### config.mk
export PLATFORM = sky130hd
export DESIGN_NAME = if_id_hazard_reg
export DESIGN_NICKNAME = d
export VERILOG_FILES = /design/src/rtl/if_id_hazard_reg.sv
export SDC_FILE = /design/constraint.sdc
export NUM_CORES = 1
export LEC_CHECK = 0
export CAP_MARGIN = 10
export CORE_UTILIZATION = 38
export CTS_CLUSTER_DIAMETER = 50
export DETAILED_ROUTE_END_ITERATION = 16
export MAX_ROUTING_LAYER = met4
export PLACE_DENSITY = 0.77
export RECOVER_POWER = 50
export SYNTH_ARGS = -nofsm -noshare
export SYNTH_HDL_FRONTEND = slang
export SYNTH_SLANG_ARGS = --single-unit
### constraint.sdc
create_clock -name clk -period 2.9 [get_ports clk]
set_input_delay 0.58 -clock clk [delete_from_list [all_inputs] [get_ports clk]]
set_output_delay 0.58 -clock clk [all_outputs]
set_load 0.005 [all_outputs]
### src/rtl/if_id_hazard_reg.sv
// IF/ID pipeline register with the ID-stage hazard stall controller:
// load-use and ID-resolved branch/jr stalls, taken-branch/jump flush, and a saturating stall counter.
module if_id_hazard_reg #(
    parameter int                DATA_W = 32,
    parameter int                CNT_W  = 16,
    parameter logic [DATA_W-1:0] NOP    = {DATA_W{1'b0}}
) (
    input  logic              clk,
    input  logic              reset,
    input  logic [DATA_W-1:0] IF_Instruction,
    input  logic [DATA_W-1:0] IF_PC_plus4,
    input  logic              ID_UsesRs,
    input  logic              ID_UsesRt,
    input  logic              ID_IsBranchOrJr,
    input  logic              ID_Branch_taken,
    input  logic              ID_Jump,
    input  logic              ID_EX_RegWrite,
    input  logic              ID_EX_MemRead,
    input  logic [4:0]        ID_EX_Write_register,
    input  logic              EX_MEM_MemRead,
    input  logic [4:0]        EX_MEM_Write_register,
    output logic [DATA_W-1:0] IF_ID_Instruction,
    output logic [DATA_W-1:0] IF_ID_PC_plus4,
    output logic [4:0]        IF_ID_rs,
    output logic [4:0]        IF_ID_rt,
    output logic              IF_ID_valid,
    output logic              PC_Write,
    output logic              ID_EX_Bubble,
    output logic              stall_active,
    output logic [CNT_W-1:0]  stall_cycles
);

    typedef enum logic {RUN = 1'b0, STALL = 1'b1} state_t;

    state_t state;
    logic   remaining;
    logic   need_rs, need_rt, hx, hm, need1, need2, flush;

    function automatic logic dest_match(input logic [4:0] d, input logic [4:0] rs,
                                        input logic [4:0] rt, input logic use_rs,
                                        input logic use_rt);
        return ((d == rs) && use_rs) || ((d == rt) && use_rt);
    endfunction

    function automatic logic [CNT_W-1:0] sat_inc(input logic [CNT_W-1:0] c);
        return (&c) ? c : c + {{(CNT_W-1){1'b0}}, 1'b1};
    endfunction

    assign IF_ID_rs = IF_ID_Instruction[25:21];
    assign IF_ID_rt = IF_ID_Instruction[20:16];

    // Register $0 is never a true dependency, so a zero source never requests a stall
    always_comb begin
        need_rs = IF_ID_valid & ID_UsesRs & (IF_ID_rs != 5'd0);
        need_rt = IF_ID_valid & ID_UsesRt & (IF_ID_rt != 5'd0);
        hx      = ID_EX_RegWrite & dest_match(ID_EX_Write_register, IF_ID_rs, IF_ID_rt,
                                              need_rs, need_rt);
        hm      = EX_MEM_MemRead & dest_match(EX_MEM_Write_register, IF_ID_rs, IF_ID_rt,
                                              need_rs, need_rt);
        need2   = (state == RUN) & ID_IsBranchOrJr & ID_EX_MemRead & hx;
        need1   = (state == RUN) & ~need2 &
                  ((ID_EX_MemRead & hx) | (ID_IsBranchOrJr & (hx | hm)));
        stall_active = (state == STALL) | need1 | need2;
        flush        = ~stall_active & IF_ID_valid & (ID_Branch_taken | ID_Jump);
        PC_Write     = ~stall_active;
        ID_EX_Bubble = stall_active;
    end

    // A branch consuming a load result in EX needs one extra cycle tracked by STALL
    always_ff @(posedge clk or negedge reset) begin
        if (!reset) begin
            state     <= RUN;
            remaining <= 1'b0;
        end else begin
            case (state)
                RUN: begin
                    if (need2) begin
                        state     <= STALL;
                        remaining <= 1'b1;
                    end
                end
                STALL: begin
                    remaining <= remaining - 1'b1;
                    if (remaining == 1'b1)
                        state <= RUN;
                end
                default: begin
                    state     <= RUN;
                    remaining <= 1'b0;
                end
            endcase
        end
    end

    always_ff @(posedge clk or negedge reset) begin
        if (!reset) begin
            IF_ID_Instruction <= NOP;
            IF_ID_PC_plus4    <= {DATA_W{1'b0}};
            IF_ID_valid       <= 1'b0;
        end else if (stall_active) begin
            IF_ID_Instruction <= IF_ID_Instruction;
            IF_ID_PC_plus4    <= IF_ID_PC_plus4;
            IF_ID_valid       <= IF_ID_valid;
        end else if (flush) begin
            IF_ID_Instruction <= NOP;
            IF_ID_PC_plus4    <= {DATA_W{1'b0}};
            IF_ID_valid       <= 1'b0;
        end else begin
            IF_ID_Instruction <= IF_Instruction;
            IF_ID_PC_plus4    <= IF_PC_plus4;
            IF_ID_valid       <= 1'b1;
        end
    end

    always_ff @(posedge clk or negedge reset) begin
        if (!reset)
            stall_cycles <= {CNT_W{1'b0}};
        else if (stall_active)
            stall_cycles <= sat_inc(stall_cycles);
    end

endmodule
==> results.json <==
{
  "status": "finished with violations",
  "violations": "max-capacitance violations, max-slew violations, negative setup slack",
  "die_h_um": 104,
  "rsz0062_at_grt": "true",
  "drt-pass1-iter-count": 5,
  "clkPwrFrac": 0.283,
  "ys_types": 31,
  "cts_buffers": 9,
  "wl_per_cell_um": 16.0,
  "hpwl_um": 7980,
  "route.detailed.drc": 0,
  "synth_edf_count": 0,
  "cpMaxStageDelayCell": "or4_4",
  "crit_type": "reg -> out",
  "start_util": 0.399,
  "antenna_cells": 0,
  "met3_usage": 0.0376,
  "gp_congestion": 0.855,
  "cts_tree": "built",
  "cp_max_fo": 4,
  "synth_largest_area_cell": "dfrtp_1",
  "synthTopCellsByArea": "dfrtp_1, o21ai_0, nand2_1, xnor2_1, o21ai_1",
  "cp-startpoint": "IF_ID_Instruction[18]$_DFFE_PN0N_",
  "core_area_um2": 9910,
  "crit_family": "simple AND/OR/NAND/NOR gates",
  "max_stage_delay_ps": 530,
  "async_flop_share": 1.00,
  "period_needed_ps": 3140,
  "synthCells": 420,
  "power_leakage_nw": 2.63,
  "finalCritPeriodShare": 1.08,
  "rows": 36,
  "critPathArrivalTime_ps": 2560,
  "dr.first_iter.drc_count": 234,
  "setup_ws_ps": -241,
  "hp-class": "reg -> reg",
  "fmax_mhz": 318,
  "dieArea_um2": 10800,
  "wirelength_um": 11700,
  "drive_gt1_frac": 0.0952,
  "p_sw_w": 0.000775,
  "slew_headroom": -0.372,
  "synth_ff_type": "dfrtp_1",
  "crit_chain": "or4_4 > o211ai_1 > buf_4 > nand4b_1 > a21oi_4 > or2_4 > buf_6 > inv_2 > buf_2",
  "worst_slew_pin_slew_ps": 2060,
  "cts.sinks": 83,
  "peakVddDrop_uv": 235,
  "synth_area_um2": 3960,
  "hold_buffers": 0,
  "clk_latency_ps": 340,
  "drv_cap": 1,
  "antenna_found_initial": 0,
  "groute.usage.overall": 0.227,
  "reg2reg_from": "IF_ID_Instruction[18]$_DFFE_PN0N_",
  "maxSlewViolCount": 84,
  "syn_nets": 505,
  "pwr-share-seq": 0.466,
  "grt_pass1_vias": 3786,
  "synth_common_cells": "o21ai_0, dfrtp_1, nand2_1, o21ai_1, clkbuf_1",
  "ys_seq_area_frac": 0.525,
  "postRouteAntennaNets": 0,
  "cts_buffer_depth": 2,
  "pre_cts_slack_ps": -376,
  "cp.required_ps": 2320,
  "skew_ps": 15.3,
  "final_hold_viol_count": 0,
  "io_buffer_count": 177,
  "grt_max_degree": 84,
  "yosys_warnings": 0,
  "grt_overflow": 0,
  "num_vias": 3788,
  "cp_num_buf_inv": 4,
  "final_util": 0.616,
  "cts_root_buf": "clkbuf_8",
  "nNetsFinal": 680,
  "combPwrFrac": 0.251,
  "swShare": 0.267,
  "setup_viol": 3,
  "die_w_um": 104,
  "routed_via_density": 5.17,
  "avgSynthCellArea_um2": 9.42,
  "power_density_nw_per_um2": 475,
  "synth_seq_cells": 83,
  "hp-start": "remaining$_DFFE_PN0N_",
  "grt-busiest-layer": "met2",
  "synth_most_common_cell": "o21ai_0",
  "internal-power_w": 0.00213,
  "use_met2": 0.364,
  "grt_first_pass_wirelength_um": 19300,
  "synth_top_area_share": 0.525,
  "met1_usage": 0.294,
  "htreeDepth": 3,
  "crit_path_end_kind": "primary output",
  "area.growth.synth_to_final_pct": 54.3,
  "io_pins": 178,
  "nFillCells": 849,
  "start_kind": "flop",
  "clk_pin_slew_ps": 80
}
cell usage in the layout (no fill, tap or decap), types with 2 or more instances in the layout:
cell / netlist / layout
and2_1: 3 / 3
inv_1: 3 / 2
o2111ai_1: 4 / 4
nand3_1: 2 / 2
and4_1: 4 / 4
a21oi_1: 3 / 2
nor3_1: 3 / 3
mux2i_1: 2 / 2
o21ai_0: 102 / 101
nor2_1: 3 / 3
nor4_1: 4 / 3
buf_4: 11 / 27
nand4b_1: 2 / 2
o211ai_1: 9 / 9
dfrtp_1: 83 / 83
xor2_1: 10 / 10
nand4_1: 2 / 2
o21ai_1: 31 / 31
and3_1: 7 / 7
nand2_1: 68 / 68
buf_6: 6 / 5
clkdlybuf4s50_1: 0 / 128
clkbuf_8: 0 / 10
dlygate4sd3_1: 0 / 45
xnor2_1: 23 / 23
layer usage:
metal / part of all wire / wire (um) / up-vias
met4: 0.012 / 141 / 0
met3: 0.043 / 510 / 12
met5: 0 / 0 / -
li1: - / - / 1796
met1: 0.44 / 5190 / 1836
met2: 0.50 / 5890 / 144
power by group through the flow:
stage	combinational, W	sequential (W)	clock [W]
final	0.000729	0.00135	0.000820
after detailed placement	0.000747	0.00137	0
after global routing	0.000796	0.00137	0.000903
after global placement	0.000731	0.00137	0
after floorplan	0.000230	0.00139	0
after CTS	0.000757	0.00136	0.000846
timing repair:
item / in CTS / in global routing
setup buffers: 5 / 2
resized for setup: 20 / 1
endpoints found under the setup margin: 3 / 5
hold endpoints to repair: 0 / 0
pin swaps: 5 / 4
area by class of cell:
| type | instances | area (um2) | share of cell area |
|---|---|---|---|
| Multi-Input combinational cell | 291 | 1660 | 0.272 |
| Clock buffer | 11 | 141 | 0.0232 |
| Inverter | 3 | 11.3 | 0.00184 |
| Clock inverter | 4 | 51.3 | 0.00840 |
| Sequential cell | 83 | 2080 | 0.340 |
| Tap cell | 133 | 166 | 0.0273 |
| Timing Repair Buffer | 207 | 2000 | 0.328 |
sequential cells by signal, summed over array words and instances, names as in the netlist:
name / flops
IF_ID_Instruction: 32
IF_ID_PC_plus4: 32
stall_cycles: 16
IF_ID_valid: 1
remaining: 1
state: 1
cells by family after synthesis:
kind of cell | Yosys count | share of synthesized area
compound gates | 150 | 0.200
xor+xnor | 33 | 0.0731
fa+ha+maj | 1 | 0.00316
buf+inv | 46 | 0.0655
flops | 83 | 0.525
mux | 4 | 0.0117
simple gates | 103 | 0.122
worst paths after layout:
kind | end | slack, ps | cells after the start
max | PC_Write | -240 | 9
min | state$_DFF_PN0_ | 480 | 1
max reg2reg | stall_cycles[6]$_DFFE_PN0P_ | 90 | 7
min reg2reg | state$_DFF_PN0_ | 480 | 1
max in group asynchronous | IF_ID_Instruction[26]$_DFFE_PN0N_ | 860 | 1
min in group asynchronous | IF_ID_Instruction[19]$_DFFE_PN0N_ | 810 | 1
through the flow:
| step | power (W) | area, um2 | cells | hold WS [ps] | TNS [ps] |
|---|---|---|---|---|---|
| after floorplan | 0.00162 | 3960 | 420 | 284 | 0 |
| after global placement | 0.00210 | 5840 | 710 | 450 | -1040 |
| after detailed placement | 0.00212 | 5840 | 710 | 478 | -1570 |
| after CTS | 0.00296 | 6090 | 730 | 463 | -561 |
| after global routing | 0.00307 | 6110 | 732 | 507 | -1090 |
| final | 0.00290 | 6110 | 732 | 482 | -665 |
No activity file was read; power rests on OpenSTA's default activity.
